### src/rtl/shift_ctrl_pkg.sv
// Shared state encoding and sizing helper for the framed shift controller.
// The optional SHIFT_PARITY_EN build is handled in shift_frame_ctrl.
package shift_ctrl_pkg;

    typedef enum logic [1:0] {
        ST_IDLE  = 2'd0,
        ST_SHIFT = 2'd1,
        ST_GAP   = 2'd2
    } state_e;

    // Bits needed to hold 0..max_count, never less than one.
    function automatic int cnt_width(input int max_count);
        int w;
        w = $clog2(max_count + 32'sd1);
        return (w < 32'sd1) ? 32'sd1 : w;
    endfunction

endpackage

### src/rtl/shift_core.sv
// WIDTH-bit shift register with parallel load, MSB-first shift and parallel
// readout; the serial output is the MSB of dout.
module shift_core #(
    parameter int WIDTH = 4
) (
    input  logic             clk,
    input  logic             clr,
    input  logic             load,
    input  logic             shift,
    input  logic [WIDTH-1:0] din,
    input  logic             sin,
    output logic [WIDTH-1:0] dout
);

    logic [WIDTH-1:0] shreg_r;

    // Shift register: load has priority over shift.
    always_ff @(posedge clk or posedge clr) begin
        if (clr) begin
            shreg_r <= {WIDTH{1'b0}};
        end else if (load) begin
            shreg_r <= din;
        end else if (shift) begin
            shreg_r <= {shreg_r[WIDTH-2:0], sin};
        end
    end

    assign dout = shreg_r;

endmodule

### src/rtl/shift_frame_ctrl.sv
// Framed serial transfer sequencer: FSM, counters, handshake and capture.
// Define SHIFT_PARITY_EN to append an even-parity bit to every frame.
module shift_frame_ctrl
    import shift_ctrl_pkg::*;
#(
    parameter int WIDTH      = 4,
    parameter int GAP_CYCLES = 1
) (
    input  logic             clk,
    input  logic             clr,
    input  logic [WIDTH-1:0] tx_data,
    input  logic             tx_valid,
    output logic             tx_ready,
    input  logic             sin,
    output logic             sout,
    output logic             frame,
    output logic [WIDTH-1:0] rx_data,
    output logic             rx_valid,
    output logic             rx_perr
);

    localparam int BW = cnt_width(WIDTH);
    localparam int GW = cnt_width(GAP_CYCLES);
`ifdef SHIFT_PARITY_EN
    localparam logic [BW-1:0] LAST = BW'(WIDTH);
`else
    localparam logic [BW-1:0] LAST = BW'(WIDTH - 32'sd1);
`endif
    localparam logic [BW-1:0] BIT_ONE  = BW'(32'sd1);
    localparam logic [GW-1:0] GAP_ONE  = GW'(32'sd1);
    localparam logic [GW-1:0] GAP_LAST = GW'(GAP_CYCLES - 32'sd1);

    state_e           state_r;
    state_e           state_nxt_s;
    logic [BW-1:0]    bitcnt_r;
    logic [GW-1:0]    gapcnt_r;
    logic             load_s;
    logic             shift_s;
    logic             done_s;
    logic             gap_done_s;
    logic [WIDTH-1:0] core_dout_s;
    logic [WIDTH-1:0] capture_s;
    logic [WIDTH-1:0] rx_data_r;
    logic             rx_valid_r;

    shift_core #(
        .WIDTH (WIDTH)
    ) u_core (
        .clk   (clk),
        .clr   (clr),
        .load  (load_s),
        .shift (shift_s),
        .din   (tx_data),
        .sin   (sin),
        .dout  (core_dout_s)
    );

    // State register.
    always_ff @(posedge clk or posedge clr) begin
        if (clr) begin
            state_r <= ST_IDLE;
        end else begin
            state_r <= state_nxt_s;
        end
    end

    // Next-state decode and per-cycle control strobes.
    always_comb begin
        state_nxt_s = state_r;
        load_s      = 1'b0;
        shift_s     = 1'b0;
        done_s      = 1'b0;
        gap_done_s  = 1'b0;
        case (state_r)
            ST_IDLE: begin
                if (tx_valid) begin
                    load_s      = 1'b1;
                    state_nxt_s = ST_SHIFT;
                end else begin
                    state_nxt_s = ST_IDLE;
                end
            end
            ST_SHIFT: begin
`ifdef SHIFT_PARITY_EN
                // The parity cycle samples sin without disturbing the word.
                shift_s = (bitcnt_r != LAST);
`else
                shift_s = 1'b1;
`endif
                if (bitcnt_r == LAST) begin
                    done_s = 1'b1;
                    if (GAP_CYCLES > 32'sd0) begin
                        state_nxt_s = ST_GAP;
                    end else begin
                        state_nxt_s = ST_IDLE;
                    end
                end else begin
                    state_nxt_s = ST_SHIFT;
                end
            end
            ST_GAP: begin
                if (gapcnt_r == GAP_LAST) begin
                    gap_done_s  = 1'b1;
                    state_nxt_s = ST_IDLE;
                end else begin
                    state_nxt_s = ST_GAP;
                end
            end
            default: begin
                state_nxt_s = ST_IDLE;
            end
        endcase
    end

    // Bit and gap counters; neither wraps.
    always_ff @(posedge clk or posedge clr) begin
        if (clr) begin
            bitcnt_r <= {BW{1'b0}};
            gapcnt_r <= {GW{1'b0}};
        end else begin
            if (load_s) begin
                bitcnt_r <= {BW{1'b0}};
            end else if ((state_r == ST_SHIFT) && !done_s) begin
                bitcnt_r <= bitcnt_r + BIT_ONE;
            end
            if (state_r == ST_GAP) begin
                gapcnt_r <= gap_done_s ? {GW{1'b0}} : (gapcnt_r + GAP_ONE);
            end
        end
    end

`ifdef SHIFT_PARITY_EN
    logic par_r;
    logic rx_perr_r;

    function automatic logic even_par(input logic [WIDTH-1:0] d);
        return ^d;
    endfunction

    // Parity of the word being transmitted, captured at load.
    always_ff @(posedge clk or posedge clr) begin
        if (clr) begin
            par_r <= 1'b0;
        end else if (load_s) begin
            par_r <= even_par(tx_data);
        end
    end

    assign capture_s = core_dout_s;

    // Parity error flag, updated alongside rx_data.
    always_ff @(posedge clk or posedge clr) begin
        if (clr) begin
            rx_perr_r <= 1'b0;
        end else if (done_s) begin
            rx_perr_r <= sin ^ even_par(core_dout_s);
        end
    end

    assign rx_perr = rx_perr_r;

    // Serial output: data MSB, then the parity bit in the last frame cycle.
    always_comb begin
        if (state_r == ST_SHIFT) begin
            if (bitcnt_r == LAST) begin
                sout = par_r;
            end else begin
                sout = core_dout_s[WIDTH-1];
            end
        end else begin
            sout = 1'b0;
        end
    end
`else
    // The final sin bit lands in the word on the same edge it is captured.
    assign capture_s = {core_dout_s[WIDTH-2:0], sin};
    assign rx_perr   = 1'b0;

    // Serial output: register MSB while shifting, low otherwise.
    always_comb begin
        if (state_r == ST_SHIFT) begin
            sout = core_dout_s[WIDTH-1];
        end else begin
            sout = 1'b0;
        end
    end
`endif

    // Received word and its one-cycle valid pulse.
    always_ff @(posedge clk or posedge clr) begin
        if (clr) begin
            rx_data_r  <= {WIDTH{1'b0}};
            rx_valid_r <= 1'b0;
        end else begin
            rx_valid_r <= done_s;
            if (done_s) begin
                rx_data_r <= capture_s;
            end
        end
    end

    assign tx_ready = (state_r == ST_IDLE);
    assign frame    = (state_r == ST_SHIFT);
    assign rx_data  = rx_data_r;
    assign rx_valid = rx_valid_r;

endmodule

### config.mk
export PLATFORM = sky130hd
export DESIGN_NAME = shift_frame_ctrl
export DESIGN_NICKNAME = d
export VERILOG_FILES = /design/src/rtl/shift_ctrl_pkg.sv /design/src/rtl/shift_core.sv /design/src/rtl/shift_frame_ctrl.sv
export SDC_FILE = /design/constraint.sdc
export NUM_CORES = 1
export LEC_CHECK = 0
export BUFFER_PORTS_ARGS = -buffer_cell sky130_fd_sc_hd__buf_4
export CAP_MARGIN = 20
export CORE_MARGIN = 2
export CORE_UTILIZATION = 50
export CTS_CLUSTER_SIZE = 24
export DETAILED_ROUTE_END_ITERATION = 12
export PLACE_DENSITY = 0.75
export SYNTH_ARGS = -nofsm -noshare
export SYNTH_HDL_FRONTEND = slang
export SYNTH_SLANG_ARGS = --single-unit
### constraint.sdc
create_clock -name clk -period 1.5 [get_ports clk]
set_input_delay 0.3 -clock clk [delete_from_list [all_inputs] [get_ports clk]]
set_output_delay 0.3 -clock clk [all_outputs]
set_load 0.02 [all_outputs]
==> Word level (Yosys, flattened, before mapping) <==
Index checks and enable logic that the tools add are counted.
{ "classes": {"n_addsub": 2, "eq_ne": 3, "muxes": 17, "reduce_logical": 5} }
{ "ops": {"columns": ["cell", "count"], "rows": [
  ["$mux 1", 10],
  ["$mux 4", 2],
  ["$mux 3", 2],
  ["$pmux 2 s3", 1],
  ["$mux 2", 2],
  ["$reduce_bool 2->1", 2],
  ["$add 3x1->3 const B", 1],
  ["$eq 3x2->1 const B", 1],
  ["$eq 2x1->1 const B", 1],
  ["$eq 2x2->1 const B", 1],
  ["$logic_not 2->1", 1],
  ["$add 1x1->1 const B", 1],
  ["$logic_and 1x1->1", 1],
  ["$logic_not 1->1", 1]
]} }
{ "word_totals": {"ff_bits": 15, "inputBits": 8, "output_inout_bits": 9} }

==> Logic depth before layout (Yosys ltp) <==
Gate-level depths: netlist of the first run.
{ "depth": {"word_depth": 7, "mapped_depth": 5} }

==> Modules after synthesis <==
A second synthesis of the first run with hierarchy kept.
{ "hier_totals": {"hier_cells": 61, "hier_area_um2": 738.2} }
{ "by_module_without_submodules": {"columns": ["mod", "n_inst", "cells_each", "area_per_inst_um2", "seq_area_each_um2"], "rows": [
  ["shift_frame_ctrl", 1, 43, 548.0, 275.3],
  ["shift_core", 1, 18, 190.2, 100.1]
]} }

==> Worst setup path before layout of the first run <==
Ideal clock, no wire load.
{ "synth_timing": {"kind": "reg-to-reg", "startpoint": "register bitcnt_r[0]", "endpoint": "register rx_data_r[0], in the netlist rx_data[0]", "setup_ns": 0.125, "arrival_time_ns": 1.253, "slack_ns": 0.122, "stages_incl_launch_ff": 5, "period_less_slack_ns": 1.378, "path_cell_list": "dfrtp_1 ha_1 ha_1 nand2_4 mux2_4"} }
{ "synth_between": {"elab_chain_len": 3} }
{ "synth_rtl": {"columns": ["item", "line", "rtl"], "rows": [
  ["start: declaration", "shift_frame_ctrl.sv:35", "logic [BW-1:0] bitcnt_r;"],
  ["start signal: assignment", "shift_frame_ctrl.sv:118", "bitcnt_r <= {BW{1'b0}};"],
  ["start signal: assignment", "shift_frame_ctrl.sv:122", "bitcnt_r <= {BW{1'b0}};"],
  ["start signal: assignment", "shift_frame_ctrl.sv:124", "bitcnt_r <= bitcnt_r + BIT_ONE;"],
  ["$eq 3x2->1", "shift_frame_ctrl.sv:90", "if (bitcnt_r == LAST) begin"],
  ["$mux 1", "shift_frame_ctrl.sv:90", null],
  ["$mux 1", "shift_frame_ctrl.sv:74", "case (state_r)"],
  ["end signal: assignment", "shift_frame_ctrl.sv:192", "rx_data_r <= {WIDTH{1'b0}};"],
  ["end signal: assignment", "shift_frame_ctrl.sv:197", "rx_data_r <= capture_s;"],
  ["end: declaration", "shift_frame_ctrl.sv:43", "logic [WIDTH-1:0] rx_data_r;"]
]} }
Every way passes these cells.
A chain may end at the register's enable or synchronous reset.

==> Final worst setup path of the first run <==
{ "layout_timing": {"startpoint": "register state_r[1]", "endpoint": "output sout"} }
{ "layout_between": {"elab_chain_len": 2} }
{ "layout_rtl": {"columns": ["item", "line", "rtl"], "rows": [
  ["start: declaration", "shift_frame_ctrl.sv:33", "state_e state_r;"],
  ["start signal: assignment", "shift_frame_ctrl.sv:63", "state_r <= state_nxt_s;"],
  ["$eq 2x1->1", "shift_frame_ctrl.sv:181", "if (state_r == ST_SHIFT) begin"],
  ["$mux 1", "shift_frame_ctrl.sv:181", null],
  ["end: declaration", "shift_frame_ctrl.sv:15", "output logic sout,"]
]} }
Every way passes these cells.

==> results of run 1 <==
## stage by stage
step	cells	worst slack, ps	total power [mW]	hold slack, ps
after CTS	102	1.80	2.03	86.1
after floorplan	67	122	1.37	201
final	103	36.4	2.05	66.6
after global routing	103	-4.37	2.19	119
after global placement	96	84.5	1.66	388
after detailed placement	96	12.0	1.69	394
## power by group through the flow
stage | registers [mW] | logic, mW | clock network (mW)
floorplan | 0.749 | 0.623 | 0
global placement | 0.696 | 0.969 | 0
detailed placement | 0.704 | 0.990 | 0
CTS | 0.699 | 1.09 | 0.235
global route | 0.720 | 1.22 | 0.251
finish | 0.699 | 1.12 | 0.229
## what timing repair did
action                     CTS  global route
setup endpoints to repair    3             8
pin swaps                    0             1
setup buffers                2             1
hold buffers                 0             0
resized for setup            4             1
## state kept, by name (all words and copies together) (netlist names)
register and flops:
rx_data 4, u_core.dout 4, bitcnt_r 3, state_r 2, gapcnt_r 1, rx_valid 1
## worst max-delay path by stage
stage | start | to | slack [ps] | depth (start not counted)
finish | state_r[1] | sout | 40 | 3
detailed placement | bitcnt_r[0] | bitcnt_r[0] | 10 | 4
floorplan | bitcnt_r[0] | rx_data[0] | 120 | 4
CTS | bitcnt_r[0] | bitcnt_r[0] | 2 | 4
global placement | bitcnt_r[0] | rx_data[0] | 80 | 4
global route | state_r[1] | tx_ready | -4 | 3
## cell families (layout without fill, tap and decap cells)
| family | count (synthesis) | count (layout) | share of synthesized area, % |
|---|---|---|---|
| flip-flops | 15 | 15 | 51.7 |
| multiplexers | 4 | 4 | 8.28 |
| other | 1 | 1 | 0.517 |
| AO/OA/AOI/OAI | 14 | 14 | 13.4 |
| AND/OR/NAND/NOR | 21 | 21 | 16.2 |
| adder cells (fa/ha/maj) | 2 | 2 | 3.45 |
| buffers and inverters | 10 | 31 | 6.38 |
## critical path: cells and delay by family, from the launching register on
kind / cells / cell delay, ps
flops: 1 / 380
buf+inv: 1 / 100
simple gates: 2 / 410
## final cells by class
cell class	instances	area (µm²)
Tap cell	15	18.8
Timing Repair Buffer	20	154
Fill cell	105	414
Multi-Input combinational cell	42	319
Clock buffer	4	26.3
Sequential cell	15	375
Inverter	7	26.3
## metal layers
layer  global-route usage [%]  wire (µm)  vias to the layer above
met5                        0          0                        -
met4                     9.38         30                        0
met3                     2.16         79                        5
met2                     28.1        676                       19
met1                     26.2        657                      259
li1                         -          -                      275
## placed cells by master, fill, tap and decap left out, types with 2 or more instances in the layout
cell type and instances:
sky130_fd_sc_hd__inv_1 7, sky130_fd_sc_hd__buf_4 19, sky130_fd_sc_hd__a22oi_1 2, sky130_fd_sc_hd__a21oi_1 4
sky130_fd_sc_hd__nand2_1 5, sky130_fd_sc_hd__nor3_1 2, sky130_fd_sc_hd__nor2_1 3, sky130_fd_sc_hd__nor2b_1 2
sky130_fd_sc_hd__nand3_1 2, sky130_fd_sc_hd__dfrtp_1 15, sky130_fd_sc_hd__mux2_4 4, sky130_fd_sc_hd__clkbuf_4 3
==> impl_table.tex, run 1 <==
\begin{tabular}{lr}
\hline
Metric & Value \\
\hline
\multicolumn{2}{l}{\textbf{Timing}} \\
\quad Relative max-transition margin & 61.5\% \\
\quad Final setup fails & 0 \\
\quad Slew of the pin with the lowest slew margin & 577 ps \\
\quad Final Hold Viols & 0 \\
\quad Final total negative setup slack & 0 ps \\
\quad Final clock period utilization by the worst path & between 90\% and 100\% \\
\quad Minimum clock period & 1460 ps \\
\quad Achievable clock frequency & 683 MHz \\
\quad Worst clock skew & approximately 6.2 ps \\
\quad Unrepaired setup endpoints after global routing & true \\
\quad Max Slew Vio Count & 0 \\
\multicolumn{2}{l}{\textbf{Floorplan}} \\
\quad Height of the die & 42.1 µm \\
\quad Horizontal die dimension & roughly 42 µm \\
\quad Area enclosed by the die boundary & around 1800 µm² \\
\quad Effective utilization at floorplan & between 50\% and 60\% \\
\quad Total I/O pin count & 17 \\
\quad Site row count & 13 \\
\quad Std-Cell Core Area & 1330 µm² \\
\multicolumn{2}{l}{\textbf{Synthesis}} \\
\quad Proportion of synthesized flip-flops having asynchronous set or reset & 100\% \\
\quad Dominant cell by count in the synthesized netlist & sky130\_fd\_sc\_hd\_\_dfrtp\_1 \\
\quad Share of synthesized area occupied by flip-flops and latches & between 50\% and 60\% \\
\quad Leading post-synthesis cells by cell area & sky130\_fd\_sc\_hd\_\_dfrtp\_1 52\%, sky130\_fd\_sc\_hd\_\_mux2\_4 8.3\%, sky130\_fd\_sc\_hd\_\_inv\_1 3.6\%, sky130\_fd\_sc\_hd\_\_ha\_1 3.4\%, sky130\_fd\_sc\_hd\_\_a21oi\_1 2.8\% \\
\quad Total of warnings raised by yosys & 0 \\
\quad Number of synthesized register bits & 15 \\
\quad Most instantiated flip-flop cell in the synthesis netlist & sky130\_fd\_sc\_hd\_\_dfrtp\_1 \\
\quad Cell taking the most area after synthesis & sky130\_fd\_sc\_hd\_\_dfrtp\_1 \\
\quad Yosys top cell area share & 51.7\% \\
\quad Number of distinct library cells after synthesis & 28 \\
\quad Mapped Area & 726 µm² \\
\quad Commonest cells in the netlist & 15 x sky130\_fd\_sc\_hd\_\_dfrtp\_1, 7 x sky130\_fd\_sc\_hd\_\_inv\_1, 5 x sky130\_fd\_sc\_hd\_\_nand2\_1 \\
\quad Number of nets in the synthesized netlist & 77 \\
\quad Post-synth EDFFs & 0 \\
\quad Number of cells produced by synthesis & 67 \\
\quad Synthesized area per cell & 10.8 µm² \\
\multicolumn{2}{l}{\textbf{Pwr}} \\
\quad Part of the power in the clock network & between 10 and 15\% \\
\quad Combinational group share of total power & 54.7\% \\
\quad Switching power total & 0.800 mW \\
\quad Power per cell area & between 2000 and 2500 nW/µm² \\
\quad Worst VDD drop & 1.02 mV \\
\quad Share of total power consumed by net switching & 39.0\% \\
\quad Internal power component & 1.25 mW \\
\quad Power share of the sequential group & 34.1\% \\
\quad Static leakage power & 0.476 nW \\
\multicolumn{2}{l}{\textbf{Setup path}} \\
\quad CP arrival & $\sim$1200 ps \\
\quad CP startpoint kind & flop \\
\quad Ordered cell list for the critical path & and2b\_4, and2\_4, buf\_6 \\
\quad Type of the worst setup path & reg2out \\
\quad Worst endpoint required time & 1200 ps \\
\quad Minimum setup slack among reg-to-reg paths & 60 ps \\
\quad Slowest-stage cell, CP & sky130\_fd\_sc\_hd\_\_dfrtp\_1 \\
\quad Maximum fanout along the worst path & 3 \\
\quad Delay of the slowest cell on the worst path & 380 ps \\
\quad Reg2Reg Depth & 5 \\
\quad Origin of the critical flop-to-flop path & state\_r[0] \\
\quad Kind of capture point of the worst setup path & primary output \\
\quad Reg-to-Reg End & rx\_data[0] \\
\multicolumn{2}{l}{\textbf{Layout}} \\
\quad Layout overhead on the synthesized area & 26.7\% \\
\quad Nets & roughly 100 \\
\quad Post-layout instance area & 920 µm² \\
\quad Ant. Diodes & 0 \\
\quad Share of final-layout standard cells stronger than drive strength 1 & 37.5\% \\
\quad Core utilization of the finished layout & just under 70\% \\
\multicolumn{2}{l}{\textbf{GRT}} \\
\quad Global-route wire length before repair & 2.50 mm \\
\quad Maximum number of pins on one net before global-route repair & 16 \\
\quad Remaining global-route overflow & 0 \\
\quad Total global routing track utilization & 18.6\% \\
\quad Initial antenna violation count & 0 \\
\quad Via count of the first global-routing pass & 537 \\
\multicolumn{2}{l}{\textbf{Route}} \\
\quad DRC marker count from the first detailed-route iteration & 3 \\
\quad Post-route DRC violation count & 0 \\
\quad Via count of the routed design & 558 \\
\quad Routed WL & 1.44 mm \\
\quad Via/cell ratio & 5.42 \\
\quad Detailed-route wire length per cell & 14.0 µm \\
\quad Pre-Repair DR Iteration Count & 4 \\
\quad Final ANT Viol Nets & 0 \\
\multicolumn{2}{l}{\textbf{Clock network}} \\
\quad Clock root buffer master & sky130\_fd\_sc\_hd\_\_clkbuf\_4 \\
\quad Worst-path clk slew & around 90 ps \\
\quad Max clock buf depth & 2 \\
\quad Clock buffers created by TritonCTS & 3 \\
\quad TritonCTS clock tree & done \\
\quad Number of clock sinks seen by CTS & 15 \\
\quad Worst-skew pair later-pin latency & 280 ps \\
\quad Count of H-tree levels built during CTS & 1 \\
\multicolumn{2}{l}{\textbf{Run}} \\
\quad Max Cap Violations & 0 \\
\multicolumn{2}{l}{\textbf{Place}} \\
\quad Placed cell area & 852 µm² \\
\quad Gp weighted congestion & 0.771 \\
\quad Number of buffers inserted by port buffering & 15 \\
\quad Detailed placer's ending HPWL & 1.04 mm \\
\multicolumn{2}{l}{\textbf{Worst hold path}} \\
\quad Type of the most critical hold path & in2async \\
\multicolumn{2}{l}{\textbf{Run status}} \\
\quad Run status & finished clean \\
\hline
\end{tabular}
Power figures use the tool's default switching activity.
==> run 2: changes to the inputs <==
--- a/config.mk
+++ b/config.mk
@@ -11,6 +11,7 @@
 export CORE_UTILIZATION = 50
 export CTS_CLUSTER_SIZE = 24
 export DETAILED_ROUTE_END_ITERATION = 12
+export HOLD_SLACK_MARGIN = 0.06
 export PLACE_DENSITY = 0.75
 export SYNTH_ARGS = -nofsm -noshare
 export SYNTH_HDL_FRONTEND = slang
==> constraint.sdc (replaced) <==
create_clock -name clk -period 1.5 [get_ports clk]
set_input_delay 0.3 -clock clk [delete_from_list [all_inputs] [get_ports clk]]
set_output_delay 0.3 -clock clk [all_outputs]
set_load 0.05 [all_outputs]
==> run 2 against run 1 <==
  * Critical path type unchanged
  * Global-route usage grew 0.32 points
  * Design area shrank 0.54%
  * Sequential share of layout area up 0.22 points
  * Via count up 2.3%
  * The flow now finishes with violations (setup timing)
  * Sequential cell count unchanged
  * First-iteration DRC count increased to 9.0 times the previous value
  * Highest routed layer unchanged
  * Fmax shrank 2.8%
  * Combinational power up 25%
  * Non-clock buffer count shrank 2
  * Final cell count fell by 1.9%
==> impl_table.tex, run 2 (same netlist as run 1, synthesis figures left out) <==
\begin{tabular}{lr}
\hline
Metric & Value \\
\hline
\multicolumn{2}{l}{\textbf{Timing}} \\
\quad Final clock period utilization by the worst path & 100\% (+2.8 points) \\
\quad Max Slew Vio Count & 0 (unchanged) \\
\quad Final setup fails & 1 (+1) \\
\quad Achievable clock frequency & 664 MHz (-2.8\%) \\
\quad Unrepaired setup endpoints after global routing & true \\
\quad Setup WS post-layout & -5.03 ps (-41.4 ps) \\
\quad Relative max-transition margin & 62.6\% (+1.1 points) \\
\quad Final Hold Viols & 0 (unchanged) \\
\quad Slew of the pin with the lowest slew margin & 560 ps (-17.1 ps) \\
\quad Minimum clock period & 1510 ps (+41.4 ps) \\
\quad Worst clock skew & 0.996 ps (-5.25 ps) \\
\multicolumn{2}{l}{\textbf{Setup path}} \\
\quad CP startpoint kind & flop \\
\quad Maximum fanout along the worst path & 3 (unchanged) \\
\quad Type of the worst setup path & reg2out \\
\quad Worst endpoint required time & 1200 ps (about the same) \\
\quad CP arrival & 1210 ps (+50 ps) \\
\quad Kind of capture point of the worst setup path & primary output \\
\multicolumn{2}{l}{\textbf{Place}} \\
\quad Setup slack at placement & 44.8 ps (+32.8 ps) \\
\quad Gp weighted congestion & 0.805 (+4.5\%) \\
\quad Number of buffers inserted by port buffering & 15 (unchanged) \\
\quad Detailed placer's ending HPWL & 1.08 mm (+3.4\%) \\
\multicolumn{2}{l}{\textbf{Pwr}} \\
\quad Worst VDD drop & 1.07 mV (+5.4\%) \\
\quad Share of total power consumed by net switching & 46.2\% (+7.2 points) \\
\quad Internal power component & 1.25 mW (-0.14\%) \\
\quad Part of the power in the clock network & 9.9\% (-1.3 points) \\
\quad Power per cell area & 2540 nW/µm² (+14\%) \\
\quad Combinational group share of total power & 60.2\% (+5.5 points) \\
\quad Static leakage power & 0.472 nW (-0.87\%) \\
\quad Switching power total & 1.07 mW (+34\%) \\
\quad Power share of the sequential group & 29.9\% (-4.2 points) \\
\multicolumn{2}{l}{\textbf{GRT}} \\
\quad Maximum number of pins on one net before global-route repair & 16 (unchanged) \\
\quad Global-route wire length before repair & 2.53 mm (+1.1\%) \\
\quad Via count of the first global-routing pass & 565 (+5.2\%) \\
\quad Total global routing track utilization & 18.9\% (+0.32 points) \\
\quad Initial antenna violation count & 0 (unchanged) \\
\quad Remaining global-route overflow & 0 (unchanged) \\
\multicolumn{2}{l}{\textbf{Route}} \\
\quad Via/cell ratio & 5.65 (+4.4\%) \\
\quad Final ANT Viol Nets & 0 (unchanged) \\
\quad Routed WL & 1.52 mm (+5.3\%) \\
\quad Via count of the routed design & 571 (+2.3\%) \\
\quad Post-route DRC violation count & 0 (unchanged) \\
\quad Detailed-route wire length per cell & 15.1 µm (+7.4\%) \\
\quad DRC marker count from the first detailed-route iteration & 27 (+24) \\
\quad Pre-Repair DR Iteration Count & 6 (+2) \\
\multicolumn{2}{l}{\textbf{Clock network}} \\
\quad Worst-path clk slew & 90 ps (about the same) \\
\quad Worst-skew pair later-pin latency & 280 ps (about the same) \\
\quad Clock buffers created by TritonCTS & 3 (unchanged) \\
\quad Count of H-tree levels built during CTS & 1 (unchanged) \\
\quad Max clock buf depth & 2 (unchanged) \\
\quad Hold buffer count at cts & 0 (unchanged) \\
\quad TritonCTS clock tree & done \\
\quad Number of clock sinks seen by CTS & 15 (unchanged) \\
\quad Clock root buffer master & sky130\_fd\_sc\_hd\_\_clkbuf\_4 \\
\multicolumn{2}{l}{\textbf{Floorplan}} \\
\quad Std-Cell Core Area & 1330 µm² (unchanged) \\
\quad Total I/O pin count & 17 (unchanged) \\
\quad Area enclosed by the die boundary & 1770 µm² (unchanged) \\
\quad Site row count & 13 (unchanged) \\
\quad Height of the die & 42.1 µm (unchanged) \\
\quad Horizontal die dimension & 42.1 µm (unchanged) \\
\quad Effective utilization at floorplan & 54.4\% (unchanged) \\
\multicolumn{2}{l}{\textbf{Run}} \\
\quad Max Cap Violations & 0 (unchanged) \\
\multicolumn{2}{l}{\textbf{Run status}} \\
\quad Failing checks & setup timing \\
\quad Run status & finished, violations left \\
\multicolumn{2}{l}{\textbf{Layout}} \\
\quad Leading cell types in the layout, fill and taps excluded & 15 x sky130\_fd\_sc\_hd\_\_dfrtp\_1, 15 x sky130\_fd\_sc\_hd\_\_buf\_4, 7 x sky130\_fd\_sc\_hd\_\_inv\_1, 5 x sky130\_fd\_sc\_hd\_\_nand2\_1 \\
\quad Ant. Diodes & 0 (unchanged) \\
\quad Layout overhead on the synthesized area & 26.0\% \\
\quad Core utilization of the finished layout & 68.6\% (-0.38 points) \\
\quad Nets & 97 (-2.0\%) \\
\quad Share of final-layout standard cells stronger than drive strength 1 & 36.0\% (-1.5 points) \\
\multicolumn{2}{l}{\textbf{Worst hold path}} \\
\quad Type of the most critical hold path & in2async \\
\hline
\end{tabular}
[run 2: cell count changes in the layout (fill, tap and decap cells not counted)]
cell | previous run | this run
sky130_fd_sc_hd__clkbuf_1 | 1 | 0
sky130_fd_sc_hd__o311ai_1 | 0 | 1
sky130_fd_sc_hd__o311ai_2 | 1 | 0
sky130_fd_sc_hd__buf_4 | 19 | 15
sky130_fd_sc_hd__nor2_2 | 1 | 0
sky130_fd_sc_hd__buf_6 | 1 | 2
sky130_fd_sc_hd__clkinv_2 | 0 | 1
sky130_fd_sc_hd__nor2_4 | 0 | 1
sky130_fd_sc_hd__buf_8 | 0 | 1
[run 2: critical path, stage by stage, from the launching register on]
cell                      delay, ps
sky130_fd_sc_hd__dfrtp_1        380
sky130_fd_sc_hd__and2b_4        270
sky130_fd_sc_hd__and2_4         140
sky130_fd_sc_hd__buf_8          130
[run 2: worst paths after layout]
kind                       slack, ps         from  cells after the start             end
max in group asynchronous       1070          clr                      2      state_r[1]
min in group clk                 260          sin                      3  u_core.dout[0]
setup reg to reg                  90  bitcnt_r[0]                      4      rx_data[1]
hold / removal                    70          clr                      2  u_core.dout[2]
hold reg to reg                  490     gapcnt_r                      2      state_r[1]
setup / recovery                  -5   state_r[1]                      3            sout
[run 2: layout make-up]
| cell class | count | area, µm² |
|---|---|---|
| fill | 114 | 419 |
| sequential | 15 | 375 |
| multi-input combinational | 42 | 317 |
| timing repair buffer | 18 | 150 |
| inverter | 7 | 26.3 |
| clock buffer | 3 | 22.5 |
| tap | 15 | 18.8 |
| clock inverter | 1 | 5.00 |
[run 2: metal layers]
metal / GRT usage [%] / share of wire (%) / up-vias
li1: - / - / 267
met1: 25.0 / 43 / 285
met2: 30.3 / 51 / 17
met3: 2.59 / 4.8 / 2
met4: 9.38 / 0.99 / 0
met5: 0 / 0 / -
[run 2: repair_timing]
| action | 4_1_cts | 5_1_grt |
|---|---|---|
| endpoints found under the setup margin | 2 | 7 |
| resized for setup | 5 | 2 |
| pin swaps | 1 | 0 |
| gates cloned | 0 | 0 |
| setup buffers | 1 | 0 |
[run 2: power groups by stage]
stage                     registers, mW  logic (mW)  clock network (mW)
after floorplan                   0.890       0.752                   0
after global placement            0.694        1.25                   0
after detailed placement          0.699        1.28                   0
after CTS                         0.694        1.38               0.236
after global routing              0.715        1.50               0.255
final                             0.695        1.40               0.230
[run 2: metrics by stage]
step | area (µm²) | setup TNS [ps] | power (mW) | hold slack, ps | instances
final | 915 | -5.03 | 2.32 | 65.9 | 101
after CTS | 908 | -17.6 | 2.31 | 77.6 | 101
after floorplan | 729 | 0 | 1.64 | 201 | 67
after global placement | 856 | 0 | 1.94 | 383 | 96
after global routing | 915 | -66.6 | 2.47 | 132 | 101
after detailed placement | 856 | 0 | 1.98 | 396 | 96
==> run 3: changes to the inputs <==
--- a/config.mk
+++ b/config.mk
@@ -15,4 +15,5 @@
 export PLACE_DENSITY = 0.75
 export SYNTH_ARGS = -nofsm -noshare
 export SYNTH_HDL_FRONTEND = slang
+export SYNTH_HIERARCHICAL = 1
 export SYNTH_SLANG_ARGS = --single-unit
==> run 3 against run 2 <==
  * The run still ends with setup timing left
  * Fmax decreased by 1.3%
  * Clock skew about the same
  * Global-route usage decreased by 1.4 points
  * Area after synthesis increased by 1.7%
  * Critical path type unchanged
  * Largest power group unchanged
  * Highest routed layer unchanged
==> impl_table.tex, run 3 <==
\begin{tabular}{lr}
\hline
Metric & Value \\
\hline
\multicolumn{2}{l}{\textbf{Run status}} \\
\quad Run status & finished, violations left \\
\quad Failing checks & setup timing \\
\multicolumn{2}{l}{\textbf{Layout}} \\
\quad Nets & 93 (-4.1\%) \\
\quad Share of final-layout standard cells stronger than drive strength 1 & 40.2\% (+4.2 points) \\
\quad Leading cell types in the layout, fill and taps excluded & 17 x sky130\_fd\_sc\_hd\_\_buf\_4, 15 x sky130\_fd\_sc\_hd\_\_dfrtp\_1, 5 x sky130\_fd\_sc\_hd\_\_inv\_1, 5 x sky130\_fd\_sc\_hd\_\_nand2\_1 \\
\quad Core utilization of the finished layout & 69.9\% (+1.3 points) \\
\quad Ant. Diodes & 0 (unchanged) \\
\quad Leading cell type in the layout, fill and taps excluded & sky130\_fd\_sc\_hd\_\_buf\_4 \\
\quad Layout overhead on the synthesized area & 26.3\% \\
\quad Post-route insts no fill & 97 (-4.0\%) \\
\multicolumn{2}{l}{\textbf{Floorplan}} \\
\quad Site row count & 13 (unchanged) \\
\quad Horizontal die dimension & 42.4 µm (+0.78\%) \\
\quad Std-Cell Core Area & 1330 µm² (unchanged) \\
\quad Area enclosed by the die boundary & 1800 µm² (+1.6\%) \\
\quad Total I/O pin count & 17 (unchanged) \\
\quad Effective utilization at floorplan & 55.3\% (+0.94 points) \\
\quad Height of the die & 42.4 µm (+0.78\%) \\
\multicolumn{2}{l}{\textbf{Clock network}} \\
\quad Number of clock sinks seen by CTS & 15 (unchanged) \\
\quad Max clock buf depth & 2 (unchanged) \\
\quad Clock root buffer master & sky130\_fd\_sc\_hd\_\_clkbuf\_4 \\
\quad TritonCTS clock tree & done \\
\quad Clock buffers created by TritonCTS & 3 (unchanged) \\
\quad Count of H-tree levels built during CTS & 1 (unchanged) \\
\quad Worst-path clk slew & 90 ps (about the same) \\
\quad Worst-skew pair later-pin latency & 280 ps (about the same) \\
\multicolumn{2}{l}{\textbf{GRT}} \\
\quad Global-route wire length before repair & 2.36 mm (-6.6\%) \\
\quad Remaining global-route overflow & 0 (unchanged) \\
\quad Via count of the first global-routing pass & 512 (-9.4\%) \\
\quad Initial antenna violation count & 0 (unchanged) \\
\quad Total global routing track utilization & 17.5\% (-1.4 points) \\
\quad Maximum number of pins on one net before global-route repair & 13 (-3) \\
\multicolumn{2}{l}{\textbf{Worst hold path}} \\
\quad Type of the most critical hold path & in2reg \\
\multicolumn{2}{l}{\textbf{Route}} \\
\quad Post-route DRC violation count & 0 (unchanged) \\
\quad Final ANT Viol Nets & 0 (unchanged) \\
\quad DRC marker count from the first detailed-route iteration & 10 (-63\%) \\
\quad Via/cell ratio & 5.30 (-6.3\%) \\
\quad Detailed-route wire length per cell & 13.6 µm (-9.6\%) \\
\quad Via count of the routed design & 514 (-10\%) \\
\quad Pre-Repair DR Iteration Count & 2 (-4) \\
\quad Routed WL & 1.32 mm (-13\%) \\
\multicolumn{2}{l}{\textbf{Synthesis}} \\
\quad Leading post-synthesis cells by cell area & sky130\_fd\_sc\_hd\_\_dfrtp\_1 51\%, sky130\_fd\_sc\_hd\_\_mux2\_4 8.1\%, sky130\_fd\_sc\_hd\_\_mux2i\_1 5.4\%, sky130\_fd\_sc\_hd\_\_a211o\_1 3.6\%, sky130\_fd\_sc\_hd\_\_ha\_1 3.4\% \\
\quad Number of synthesized register bits & 15 (unchanged) \\
\quad Synthesized area per cell & 12.1 µm² (+12\%) \\
\quad Cell taking the most area after synthesis & sky130\_fd\_sc\_hd\_\_dfrtp\_1 \\
\quad Number of distinct library cells after synthesis & 23 (-18\%) \\
\quad Number of nets in the synthesized netlist & 71 (-7.8\%) \\
\quad Post-synth EDFFs & 0 (unchanged) \\
\quad Yosys top cell area share & 50.8\% (-0.88 points) \\
\quad Share of synthesized area occupied by flip-flops and latches & 50.8\% (-0.88 points) \\
\quad Dominant cell by count in the synthesized netlist & sky130\_fd\_sc\_hd\_\_dfrtp\_1 \\
\quad Number of cells produced by synthesis & 61 (-9.0\%) \\
\quad Commonest cells in the netlist & 15 x sky130\_fd\_sc\_hd\_\_dfrtp\_1, 5 x sky130\_fd\_sc\_hd\_\_inv\_1, 5 x sky130\_fd\_sc\_hd\_\_nand2\_1 \\
\quad Total of warnings raised by yosys & 6 (+6) \\
\quad Proportion of synthesized flip-flops having asynchronous set or reset & 100\% (unchanged) \\
\quad Most instantiated flip-flop cell in the synthesis netlist & sky130\_fd\_sc\_hd\_\_dfrtp\_1 \\
\quad Mapped Area & 738 µm² (+1.7\%) \\
\multicolumn{2}{l}{\textbf{Timing}} \\
\quad Final Hold Viols & 0 (unchanged) \\
\quad Worst clock skew & 0.693 ps (-0.303 ps) \\
\quad Setup WS post-layout & -25.3 ps (-20.3 ps) \\
\quad Minimum clock period & 1530 ps (+20.3 ps) \\
\quad Unrepaired setup endpoints after global routing & true \\
\quad Achievable clock frequency & 656 MHz (-1.3\%) \\
\quad Final setup fails & 1 (unchanged) \\
\quad Max Slew Vio Count & 0 (unchanged) \\
\quad Final total negative setup slack & -25.3 ps (-20.3 ps) \\
\quad Final clock period utilization by the worst path & 102\% (+1.4 points) \\
\multicolumn{2}{l}{\textbf{Setup path}} \\
\quad Type of the worst setup path & reg2out \\
\quad Kind of capture point of the worst setup path & primary output \\
\quad Slowest-stage cell, CP & sky130\_fd\_sc\_hd\_\_dfrtp\_1 \\
\quad Maximum fanout along the worst path & 3 (unchanged) \\
\quad Ordered cell list for the critical path & and2b\_4, and2\_4, buf\_8 \\
\quad Crit path max-delay family & simple AND/OR/NAND/NOR gates \\
\quad Worst endpoint required time & 1200 ps (about the same) \\
\quad Worst path buffer plus inverter count & 1 (unchanged) \\
\quad CP arrival & 1230 ps (+20 ps) \\
\quad Delay of the slowest cell on the worst path & 400 ps (+20 ps) \\
\quad Minimum setup slack among reg-to-reg paths & 70 ps (-20 ps) \\
\quad CP startpoint kind & flop \\
\multicolumn{2}{l}{\textbf{Place}} \\
\quad Detailed placer's ending HPWL & 935 µm (-13\%) \\
\quad Gp weighted congestion & 0.790 (-1.9\%) \\
\quad Number of buffers inserted by port buffering & 15 (unchanged) \\
\quad Setup slack at placement & 10.8 ps (-33.9 ps) \\
\quad Count of placed standard cells including taps & 91 (-5.2\%) \\
\multicolumn{2}{l}{\textbf{Pwr}} \\
\quad Combinational group share of total power & 59.7\% (-0.5 points) \\
\quad Power share of the sequential group & 30.2\% (+0.3 points) \\
\quad Internal power component & 1.30 mW (+4.4\%) \\
\quad Static leakage power & 0.515 nW (+9.1\%) \\
\quad Part of the power in the clock network & 10.1\% (+0.2 points) \\
\quad Worst VDD drop & 1.50 mV (+40\%) \\
\quad Share of total power consumed by net switching & 43.3\% (-2.9 points) \\
\quad Switching power total & 0.996 mW (-7.2\%) \\
\quad Power per cell area & 2470 nW/µm² (-2.8\%) \\
\multicolumn{2}{l}{\textbf{Run}} \\
\quad Max Cap Violations & 0 (unchanged) \\
\hline
\end{tabular}
[run 3: cell count changes in the layout (fill, tap and decap cells not counted), sizes merged, moves of 3 or more]
cell,delta
and3,+3
o21ai,+3
mux2i,+4
nor2,-3
a21oi,-3
a211o,+3
[run 3: cell type report]
class | instances | area, µm²
Fill cell | 107 | 402
Sequential cell | 15 | 375
Multi-Input combinational cell | 38 | 329
Timing Repair Buffer | 20 | 164
Clock buffer | 4 | 26.3
Inverter | 5 | 18.8
Tap cell | 15 | 18.8
[run 3: per-layer routing]
metal	global-route usage, %	up-vias	routed length (µm)
met5	0	-	0
met4	7.50	0	15
met3	3.88	2	70
met2	27.1	14	603
met1	23.4	249	632
li1	-	249	-
[run 3: final timing paths]
path / cells after the start / from / to
max in group asynchronous: 3 / clr / state_r[0]
min in group asynchronous: 3 / clr / u_core/dout[1]
min: 3 / tx_data[0] / u_core/dout[0]
max: 3 / state_r[1] / sout
max reg2reg: 4 / bitcnt_r[0] / bitcnt_r[2]
min reg2reg: 1 / rx_data[3] / rx_data[3]
[run 3: timing repair]
action,CTS,global route
hold buffers,1,0
pin swaps,1,0
hold endpoints to repair,15,0
setup buffers,1,0
gates resized for setup,3,2
endpoints found under the setup margin,2,9
[run 3: cell families (layout without fill, tap and decap cells)]
group | after synthesis | after routing | synth area share (%)
and+or+nand+nor | 17 | 17 | 16.1
DFF | 15 | 15 | 50.8
AOI/OAI and AO/OA | 10 | 10 | 8.98
muxes | 8 | 8 | 13.6
buffers and inverters | 8 | 29 | 6.61
adders and majority gates | 2 | 2 | 3.39
other | 1 | 1 | 0.508
[run 3: power groups by stage]
stage	Combinational, mW	Clock (mW)	Sequential, mW
global placement	1.27	0	0.691
floorplan	0.791	0	0.921
global route	1.46	0.256	0.726
detailed placement	1.30	0	0.705
finish	1.37	0.231	0.695
CTS	1.36	0.235	0.697
[run 3: per-stage QoR]
stage	area, µm²	total power, mW	hold slack, ps
6_report	932	2.30	227
5_1_grt	932	2.44	220
4_1_cts	926	2.29	226
3_5_place_dp	873	2.00	204
3_3_place_gp	873	1.96	202
2_1_floorplan	749	1.71	66.1
[run 3: tightest hold or removal path, stage by stage]
cell and delay [ps]:
sky130_fd_sc_hd__buf_4 80, sky130_fd_sc_hd__nand2_1 40, sky130_fd_sc_hd__o21ai_1 60
